**src/rtl/reg_scoreboard_pkg.sv**
```systemverilog
// Shared register-file definitions used by the issue scoreboard.
// Entry layout is the tag kept per in-flight instruction.
package regfile_pkg;

    localparam int NUM_REGS      = 16;
    localparam int REG_ADDR_W    = 4;
    localparam int DEFAULT_DEPTH = 4;

    typedef struct packed {
        logic                  wb_en;
        logic [REG_ADDR_W-1:0] dest;
    } sb_entry_t;

endpackage

```
**src/rtl/reg_scoreboard_if.sv**
```systemverilog
// Issue/retire/flush bundle between the pipeline control and the scoreboard.
// Master drives requests; slave (the scoreboard) answers with status.
interface reg_scoreboard_if
    import regfile_pkg::*;
#(
    parameter int DEPTH = DEFAULT_DEPTH,
    parameter int CNT_W = $clog2(DEPTH) + 1
);

    logic                  issue_valid;
    logic                  issue_wb_en;
    logic [REG_ADDR_W-1:0] issue_dest;
    logic [REG_ADDR_W-1:0] issue_src1;
    logic [REG_ADDR_W-1:0] issue_src2;
    logic                  issue_use_src2;
    logic                  issue_stall;
    logic                  retire_valid;
    logic                  flush;
    logic [CNT_W-1:0]      flush_count;
    logic [NUM_REGS-1:0]   pending_mask;
    logic [CNT_W-1:0]      occupancy;
    logic                  full;
    logic                  empty;
    logic                  underflow_err;

    modport master (
        output issue_valid, issue_wb_en, issue_dest,
        output issue_src1, issue_src2, issue_use_src2,
        output retire_valid, flush, flush_count,
        input  issue_stall, pending_mask, occupancy,
        input  full, empty, underflow_err
    );

    modport slave (
        input  issue_valid, issue_wb_en, issue_dest,
        input  issue_src1, issue_src2, issue_use_src2,
        input  retire_valid, flush, flush_count,
        output issue_stall, pending_mask, occupancy,
        output full, empty, underflow_err
    );

endinterface

```
**src/rtl/reg_scoreboard_match.sv**
```systemverilog
// Compares one source register against all live writer entries.
// The head can be masked off when it retires (and writes back) this cycle.
module sb_match
    import regfile_pkg::*;
#(
    parameter int DEPTH = DEFAULT_DEPTH,
    parameter int PW    = $clog2(DEPTH)
) (
    input  sb_entry_t             ent [DEPTH],
    input  logic [DEPTH-1:0]      vld,
    input  logic [PW-1:0]         head,
    input  logic                  excl_head,
    input  logic [REG_ADDR_W-1:0] src,
    output logic                  hit
);

    always_comb begin
        hit = 1'b0;
        for (int i = 0; i < DEPTH; i++) begin
            if (vld[i] && ent[i].wb_en && ent[i].dest == src &&
                !(excl_head && PW'(i) == head))
                hit = 1'b1;
        end
    end

endmodule

```
**src/rtl/reg_scoreboard.sv**
```systemverilog
// In-order scoreboard: ordered queue of destination tags from ID to WB.
// Stalls ID on RAW hazards against older in-flight writers.
module reg_scoreboard
    import regfile_pkg::*;
#(
    parameter int DEPTH = DEFAULT_DEPTH,
    parameter int CNT_W = $clog2(DEPTH) + 1
) (
    input logic       clk,
    input logic       rst,
    reg_scoreboard_if.slave sb
);

    localparam int PW = $clog2(DEPTH);

    sb_entry_t        ent [DEPTH];
    logic [PW-1:0]    head;
    logic [PW-1:0]    tail;
    logic [CNT_W-1:0] count;
    logic             uf;

    logic [DEPTH-1:0] vld;
    logic             hit1;
    logic             hit2;
    logic             hazard;
    logic             stall;
    logic             accept;
    logic             do_pop;
    logic [CNT_W-1:0] cnt_pop;
    logic [CNT_W-1:0] kill;
    logic [NUM_REGS-1:0] mask;

    // Validity follows from the ring distance to head, so no per-entry flags.
    always_comb begin
        for (int i = 0; i < DEPTH; i++)
            vld[i] = {1'b0, PW'(i) - head} < count;
    end

    sb_match #(.DEPTH(DEPTH), .PW(PW)) u_m1 (
        .ent       (ent),
        .vld       (vld),
        .head      (head),
        .excl_head (sb.retire_valid),
        .src       (sb.issue_src1),
        .hit       (hit1)
    );

    sb_match #(.DEPTH(DEPTH), .PW(PW)) u_m2 (
        .ent       (ent),
        .vld       (vld),
        .head      (head),
        .excl_head (sb.retire_valid),
        .src       (sb.issue_src2),
        .hit       (hit2)
    );

    assign hazard = sb.issue_valid &
                    (hit1 | (sb.issue_use_src2 & hit2));
    assign stall  = sb.issue_valid &
                    (hazard | (sb.full & ~sb.retire_valid) | sb.flush);
    assign accept = sb.issue_valid & ~stall;

    assign do_pop  = sb.retire_valid & (count != '0);
    assign cnt_pop = count - CNT_W'(do_pop);

    always_comb begin
        kill = '0;
        if (sb.flush)
            kill = (sb.flush_count < cnt_pop) ? sb.flush_count : cnt_pop;
    end

    // Order within one edge: pop, then flush, then push.
    always_ff @(posedge clk or posedge rst) begin
        if (rst) begin
            head  <= '0;
            tail  <= '0;
            count <= '0;
            uf    <= 1'b0;
        end else begin
            head  <= head + PW'(do_pop);
            tail  <= tail - kill[PW-1:0] + PW'(accept);
            count <= cnt_pop - kill + CNT_W'(accept);
            if (sb.retire_valid && count == '0)
                uf <= 1'b1;
        end
    end

    always_ff @(posedge clk) begin
        if (accept)
            ent[tail] <= '{wb_en: sb.issue_wb_en, dest: sb.issue_dest};
    end

    always_comb begin
        mask = '0;
        for (int i = 0; i < DEPTH; i++) begin
            if (vld[i] && ent[i].wb_en)
                mask[ent[i].dest] = 1'b1;
        end
    end

    assign sb.issue_stall   = stall;
    assign sb.pending_mask  = mask;
    assign sb.occupancy     = count;
    assign sb.full          = count == CNT_W'(DEPTH);
    assign sb.empty         = count == '0;
    assign sb.underflow_err = uf;

endmodule

```
**src/flat_wrapper.sv**
```systemverilog
// flat-port wrapper written by rule: the top's interface ports become plain ports
module reg_scoreboard_flat import regfile_pkg::*;
#(
    parameter int DEPTH = DEFAULT_DEPTH,
    parameter int CNT_W = $clog2(DEPTH) + 1
)
  (clk, rst, sb_issue_valid, sb_issue_wb_en, sb_issue_dest, sb_issue_src1, sb_issue_src2, sb_issue_use_src2, sb_retire_valid, sb_flush, sb_flush_count, sb_issue_stall, sb_pending_mask, sb_occupancy, sb_full, sb_empty, sb_underflow_err);
  reg_scoreboard_if #(.DEPTH(DEPTH), .CNT_W(CNT_W)) sb_i ();
  input logic clk;
  input logic rst;
  input wire logic [$bits(sb_i.issue_valid)-1:0] sb_issue_valid;
  input wire logic [$bits(sb_i.issue_wb_en)-1:0] sb_issue_wb_en;
  input wire logic [$bits(sb_i.issue_dest)-1:0] sb_issue_dest;
  input wire logic [$bits(sb_i.issue_src1)-1:0] sb_issue_src1;
  input wire logic [$bits(sb_i.issue_src2)-1:0] sb_issue_src2;
  input wire logic [$bits(sb_i.issue_use_src2)-1:0] sb_issue_use_src2;
  input wire logic [$bits(sb_i.retire_valid)-1:0] sb_retire_valid;
  input wire logic [$bits(sb_i.flush)-1:0] sb_flush;
  input wire logic [$bits(sb_i.flush_count)-1:0] sb_flush_count;
  output wire logic [$bits(sb_i.issue_stall)-1:0] sb_issue_stall;
  output wire logic [$bits(sb_i.pending_mask)-1:0] sb_pending_mask;
  output wire logic [$bits(sb_i.occupancy)-1:0] sb_occupancy;
  output wire logic [$bits(sb_i.full)-1:0] sb_full;
  output wire logic [$bits(sb_i.empty)-1:0] sb_empty;
  output wire logic [$bits(sb_i.underflow_err)-1:0] sb_underflow_err;
  assign sb_i.issue_valid = sb_issue_valid;
  assign sb_i.issue_wb_en = sb_issue_wb_en;
  assign sb_i.issue_dest = sb_issue_dest;
  assign sb_i.issue_src1 = sb_issue_src1;
  assign sb_i.issue_src2 = sb_issue_src2;
  assign sb_i.issue_use_src2 = sb_issue_use_src2;
  assign sb_i.retire_valid = sb_retire_valid;
  assign sb_i.flush = sb_flush;
  assign sb_i.flush_count = sb_flush_count;
  assign sb_issue_stall = sb_i.issue_stall;
  assign sb_pending_mask = sb_i.pending_mask;
  assign sb_occupancy = sb_i.occupancy;
  assign sb_full = sb_i.full;
  assign sb_empty = sb_i.empty;
  assign sb_underflow_err = sb_i.underflow_err;
  reg_scoreboard #(.DEPTH(DEPTH), .CNT_W(CNT_W)) u_core (.clk(clk), .rst(rst), .sb(sb_i));
endmodule
```
**config.mk**
```make
export PLATFORM = sky130hd
export DESIGN_NAME = reg_scoreboard_flat
export DESIGN_NICKNAME = d
export VERILOG_FILES = /design/src/rtl/reg_scoreboard_pkg.sv /design/src/rtl/reg_scoreboard_if.sv /design/src/rtl/reg_scoreboard_match.sv /design/src/rtl/reg_scoreboard.sv /design/src/flat_wrapper.sv
export SDC_FILE = /design/constraint.sdc
export NUM_CORES = 1
export LEC_CHECK = 0
export BUFFER_PORTS_ARGS = -buffer_cell sky130_fd_sc_hd__buf_2
export CAP_MARGIN = 20
export CELL_PAD_IN_SITES_DETAIL_PLACEMENT = 1
export CELL_PAD_IN_SITES_GLOBAL_PLACEMENT = 1
export CORE_ASPECT_RATIO = 2
export CORE_UTILIZATION = 48
export CTS_BUF_LIST = sky130_fd_sc_hd__clkbuf_8
export CTS_CLUSTER_DIAMETER = 200
export DETAILED_ROUTE_END_ITERATION = 7
export PLACE_DENSITY_LB_ADDON = 0.1
export RECOVER_POWER = 100
export SYNTH_ARGS = -nofsm -noshare
export SYNTH_HDL_FRONTEND = slang
export SYNTH_SLANG_ARGS = --single-unit
export TNS_END_PERCENT = 50
```
**constraint.sdc**
```tcl
create_clock -name clk -period 8.35 [get_ports clk]
set_input_delay 1.67 -clock clk [delete_from_list [all_inputs] [get_ports clk]]
set_output_delay 1.67 -clock clk [all_outputs]
set_load 0.03 [all_outputs]
```
# [Yosys cells after proc, flatten, opt, wreduce, memory -nomap -nowiden]
# Cells that the tools add are included.
[totals] reg_bits=28
[classes] addsub=10 magnitude_cmp=15 eq_ne=12 muxes=25 bitwise_logic=15 n_reduce_logical=37
[ops] op="16-bit two-way mux" count=4
[ops] op="16-bit bitwise OR" count=3
[ops] op="4-bit equality test" count=8
[ops] op="1-bit logical AND" count=30
[ops] op="20-bit bitwise mux" count=1
[ops] op="4-bit by 5-bit less-than comparator with 1-bit output, second input constant" count=4
[ops] op="1-bit demux with 4-bit select" count=4
[ops] op="4-bit by 1-bit >= comparator with 1-bit output, second input constant" count=4
[ops] op="2-bit by 3-bit less-than comparator with 1-bit output" count=4
[ops] op="1-bit two-way mux" count=12
[ops] op="5-bit demux with 2-bit select" count=1
[ops] op="1-bit bitwise AND" count=6
[ops] op="3-bit two-way mux" count=2
[ops] op="5-bit two-way mux" count=1
[ops] op="2-bit by 1-bit adder with 2-bit output" count=2
[ops] op="2-bit equality test, first input constant" count=2
[ops] op="1-bit logical NOT" count=4
[ops] op="1-bit by 2-bit subtractor with 2-bit output, first input constant" count=2
[ops] op="2-bit subtractor, first input constant" count=2
[ops] op="3-bit by 1-bit adder with 3-bit output" count=1
[ops] op="3-bit equality test, second input constant" count=1
[ops] op="3-bit >= comparator, second input constant" count=1
[ops] op="3-bit logical NOT" count=1
[ops] op="3-bit by 1-bit less-than comparator with 1-bit output, second input constant" count=1
[ops] op="10 further kinds" count=13

# [Depth between registers and ports, before layout]
[depth] depth_word=18 mapped_depth=16 depth_no_buf=15

# [Hierarchy]
# Synthesis repeated with hierarchy kept, for this count alone.
[unflattened] hier_cells=274 area_unflattened_um2=2558.7
[by_module_without_submodules] mod="reg_scoreboard" n_inst=1 cells_per_inst=214 area_per_inst_um2=2103.3 seq_area_each_um2=800.8
[by_module_without_submodules] mod="sb_match" n_inst=2 cells_per_inst=30 area_per_inst_um2=227.7 seq_area_each_um2=0.0

# [Worst setup path after synthesis]
# OpenSTA, ideal clock, no wires.
[synth_timing] path_type="input to output" from="input port sb_issue_src2[3]" to="output port sb_issue_stall" t_arrival_ns=3.018 required_time_ns=6.680 path_slack_ns=3.662 stages=5 n_path_buf=1 cell_sequence="buf_2 > xor2_1 > o41ai_1 > a31oi_1 > a21oi_1"
[synth_between] elab_chain_len=13 elab_cells_between_ends=22 cone_classes="eq/ne (4); mux (4); bitwise (6); reduce/logical (8)"
[synth_lines] item="start: declaration" line_no="flat_wrapper.sv:15" text="input wire logic [$bits(sb_i.issue_src2)-1:0] sb_issue_src2;"
[synth_lines] item="4-bit equality test" line_no="reg_scoreboard_match.sv:20" text="if (vld[i] && ent[i].wb_en && ent[i].dest == src &&"
[synth_lines] item="1-bit logical AND (2 in series)" line_no="reg_scoreboard_match.sv:20"
[synth_lines] item="1-bit two-way mux (3 in series)" line_no="reg_scoreboard_match.sv:20"
[synth_lines] item="1-bit two-way mux *" line_no="reg_scoreboard_match.sv:20"
[synth_lines] item="1-bit bitwise AND *" line_no="reg_scoreboard.sv:58" text="(hit1 | (sb.issue_use_src2 & hit2));"
[synth_lines] item="1-bit bitwise OR *" line_no="reg_scoreboard.sv:58"
[synth_lines] item="1-bit bitwise AND *" line_no="reg_scoreboard.sv:57" text="assign hazard = sb.issue_valid &"
[synth_lines] item="1-bit bitwise OR * (2 in series)" line_no="reg_scoreboard.sv:60" text="(hazard | (sb.full & ~sb.retire_valid) | sb.flush);"
[synth_lines] item="1-bit bitwise AND *" line_no="reg_scoreboard.sv:59" text="assign stall = sb.issue_valid &"
[synth_lines] item="end: declaration" line_no="flat_wrapper.sv:20" text="output wire logic [$bits(sb_i.issue_stall)-1:0] sb_issue_stall;"
# Mark *: on every way between the ends. The rest lies on a longest branch, timed or not.

# [Worst setup path after layout]
[layout_timing] from="input port sb_retire_valid" to="output port sb_issue_stall"
[layout_between] elab_chain_len=13 elab_cells_between_ends=32 cone_classes="mux (8); bitwise (8); reduce/logical (16)"
[layout_lines] item="start: declaration" line_no="flat_wrapper.sv:17" text="input wire logic [$bits(sb_i.retire_valid)-1:0] sb_retire_valid;"
[layout_lines] item="1-bit logical AND" line_no="reg_scoreboard_match.sv:21" text="!(excl_head && PW'(i) == head))"
[layout_lines] item="1-bit logical NOT" line_no="reg_scoreboard_match.sv:21"
[layout_lines] item="1-bit logical AND" line_no="reg_scoreboard_match.sv:20"
[layout_lines] item="1-bit two-way mux (4 in series)" line_no="reg_scoreboard_match.sv:20"
[layout_lines] item="1-bit bitwise AND" line_no="reg_scoreboard.sv:58"
[layout_lines] item="1-bit bitwise OR" line_no="reg_scoreboard.sv:58"
[layout_lines] item="1-bit bitwise AND" line_no="reg_scoreboard.sv:57"
[layout_lines] item="1-bit bitwise OR * (2 in series)" line_no="reg_scoreboard.sv:60"
[layout_lines] item="1-bit bitwise AND *" line_no="reg_scoreboard.sv:59"
# Marks and branches as above.

==> impl_metrics.ini <==
[status]
status = completed

[setup_path]
crit_required_ns = 6.68
critPathCaptureType = output pin
critPathLaunch = sb_retire_valid
r2r_setup_slack_ns = 4.23
reg2regPathDepth = 14
r2r-start = u_core.head[0]$_DFF_PP0_
r2r_end = u_core.sb.occupancy[2]$_DFF_PP0_
critPathArrivalTime_ns = 3.45
worst-path-max-fanout = 6
cp-start-kind = primary input
worst-setup-path-type = in2out

[sta]
period_minus_slack_ns = 5.125
slew_violations = 0
finalHoldViolCount = 0
finalSetupViolCount = 0
worstMarginPinSlew_ns = 0.9990
rsz0062_at_grt = false
finalCritPeriodShare_pct = 61.37
setup_tns_ns = 0
fmax_mhz = 195.1
slew_headroom_pct = 33.11
skew_ns = 0.007417

[detailed_routing]
vias = 2382
avgRoutedWirePerCell_um = 21.98
wirelength_um = 8310
firstDrtPassIters = 4
drc = 0
drt_iter0_drc = 48
vias_per_cell = 6.302
ant_nets = 0

[worst_hold_path]
hp-class = reg2reg
holdCritStartpoint = u_core.sb.underflow_err$_DFFE_PP0P_
hold_path_depth = 1
hold_path_end = u_core.sb.underflow_err$_DFFE_PP0P_

[floorplan]
rows = 37
fp.dieArea_sq_um = 5781
coreArea_sq_um = 5185
die_y_um = 106.5
fp.dieW_um = 54.27
io_pins = 45
start_util_pct = 50.58

[clock_network]
cts_made_buffers = 3
cts_root_buffer = clkbuf_8
cts_resized = 0
postCtsHoldBufs = 0
cts_setup_buffers = 0
cts_sinks = 28
worst_skew_pair.late_latency_ns = 0.27
cts_tree = built
h-tree-depth = 1
cts_max_path_buffers = 2
clkSlewWorstSetupHoldPaths_ns = 0.08

[final_layout]
drive_gt1_share_pct = 8.125
syn_to_final_growth_pct = 6.536
diodes = 0
final_nets = 362

[synth]
synth_area_leaders = edfxtp_1, xnor2_1, ha_1, dfrtp_1, nand2b_1
netlist.area_leader.share_pct = 22.90
yosysTopAreaCell = edfxtp_1
yosys_warnings = 0
ys.flop_type = edfxtp_1
syn_area_per_cell_sq_um = 8.860
synth.distinct_cells = 50
syn_inst = 296
async_flop_share_pct = 28.57
syn-num-nets = 337
synth-seq-area-share_pct = 30.53
syn_area_sq_um = 2623
synth-edff-count = 20
ys_seq_elements = 28

[grt]
grt-ovfl-total = 0
grt_pass1_wl_um = 12990
grt_pass1_vias = 2534
grt_max_degree = 16
globalRouteTotalUtil_pct = 31.51
antenna_found_initial = 0

[power_and_ir_drop]
p_leak_uw = 0.001064
power.density_nw_per_um2 = 297.8
finalPower_uw = 832.0
ir_worst_vdd_v = 0.0002476

[run]
cap_violations = 0

[placement]
io_buffers = 44
place.gp.congestion = 0.9247
post-dp-hpwl_um = 6891
## synth_stat cells (2+ instances only)
| cell | n |
|---|---|
| inv_1 | 16 |
| ha_1 | 18 |
| o21ai_0 | 6 |
| nand2_1 | 15 |
| a21o_1 | 3 |
| xor2_1 | 8 |
| nor3b_1 | 3 |
| nor4b_1 | 2 |
| or3_1 | 13 |
| o21a_1 | 3 |
| o22ai_1 | 9 |
| nand3b_1 | 2 |
| nor3_1 | 15 |
| nand2b_1 | 20 |
| and3_1 | 2 |
| nand4_1 | 13 |
| o2111ai_1 | 3 |
| nor4_1 | 8 |
| clkbuf_2 | 3 |
| buf_2 | 18 |
| edfxtp_1 | 20 |
| o211ai_1 | 2 |
| nor2_1 | 14 |
| clkbuf_1 | 4 |
| or4_1 | 3 |
| o32ai_1 | 2 |
| nand3_1 | 9 |
| dfrtp_1 | 8 |
| a21oi_1 | 2 |
| nand2b_2 | 2 |
| xnor2_1 | 31 |
## routing by layer
layer	track usage, %	part of all wire, %
met1	28.82	33
met2	58.80	57
met3	5.436	3.6
met4	18.13	6.5
met5	0	0
## per-stage QoR
step	cell area, sq um	setup slack (ns)	std cells	utilization [%]	hold WS, ns
detailed placement	2784	3.407	372	53.69	0.4687
finish	2794	3.225	378	53.89	0.4923
floorplan	2623	3.662	296	-	0.5105
global route	2794	3.091	378	53.89	0.5120
global placement	2784	3.490	372	53.69	0.4846
CTS	2829	3.396	376	54.56	0.4903
## logic make-up after synthesis
logic type / share of synthesized area [%]
buffers and inverters: 7.299
DFF: 30.53
adders and majority gates: 9.351
xor gates and xnor gates: 13.02
AOI/OAI and AO/OA: 11.93
and+or+nand+nor: 27.86
## critical path, cell delays in order
cell	delay, ns
clkbuf_1	0.21
nand2_1	0.09
o2111ai_1	0.19
o22ai_1	0.15
a2111oi_0	0.75
a21oi_1	0.14
clkbuf_1	0.24
## state kept, by name, summed over array words and instances (netlist names)
register / count
u_core.tail: 2
u_core.sb.occupancy: 3
u_core.head: 2
u_core.sb.underflow_err: 1
u_core.ent: 20
## cells in the final DEF, fill, tap and decap left out, drive strengths merged, types with 6 or more instances in the layout
| cell type | count |
|---|---|
| or3 | 13 |
| xor2 | 8 |
| nand2 | 15 |
| clkbuf | 34 |
| ha | 18 |
| nand3 | 9 |
| dfrtp | 8 |
| nand2b | 23 |
| inv | 16 |
| buf | 15 |
| o21ai | 6 |
| o22ai | 9 |
| xnor2 | 31 |
| nand4 | 13 |
| nor4 | 8 |
| nor3 | 15 |
| edfxtp | 20 |
| nor2 | 14 |
## power breakdown
part           switching (uW)  internal [uW]  total [uW]
sequential               57.3            185         242
combinational             321            197         518
clock                    38.8           32.9        71.7
## how the worst max path moves through the flow
stage,slack (ns),cells after the start,endpoint
final,3.23,7,sb_issue_stall
after global routing,3.09,7,sb_issue_stall
after CTS,3.40,7,sb_issue_stall
after detailed placement,3.41,7,sb_issue_stall
after global placement,3.49,7,sb_issue_stall
after floorplan,3.66,5,sb_issue_stall
## layout make-up
cell class	instances	area, sq um
fill	643	2391
multi-input combinational	226	1624
sequential	28	800.8
timing repair buffer	46	191.4
tap	58	72.57
inverter	16	60.06
clock buffer	3	41.29
clock inverter	1	3.754
No activity file was read; power rests on OpenSTA's default activity.
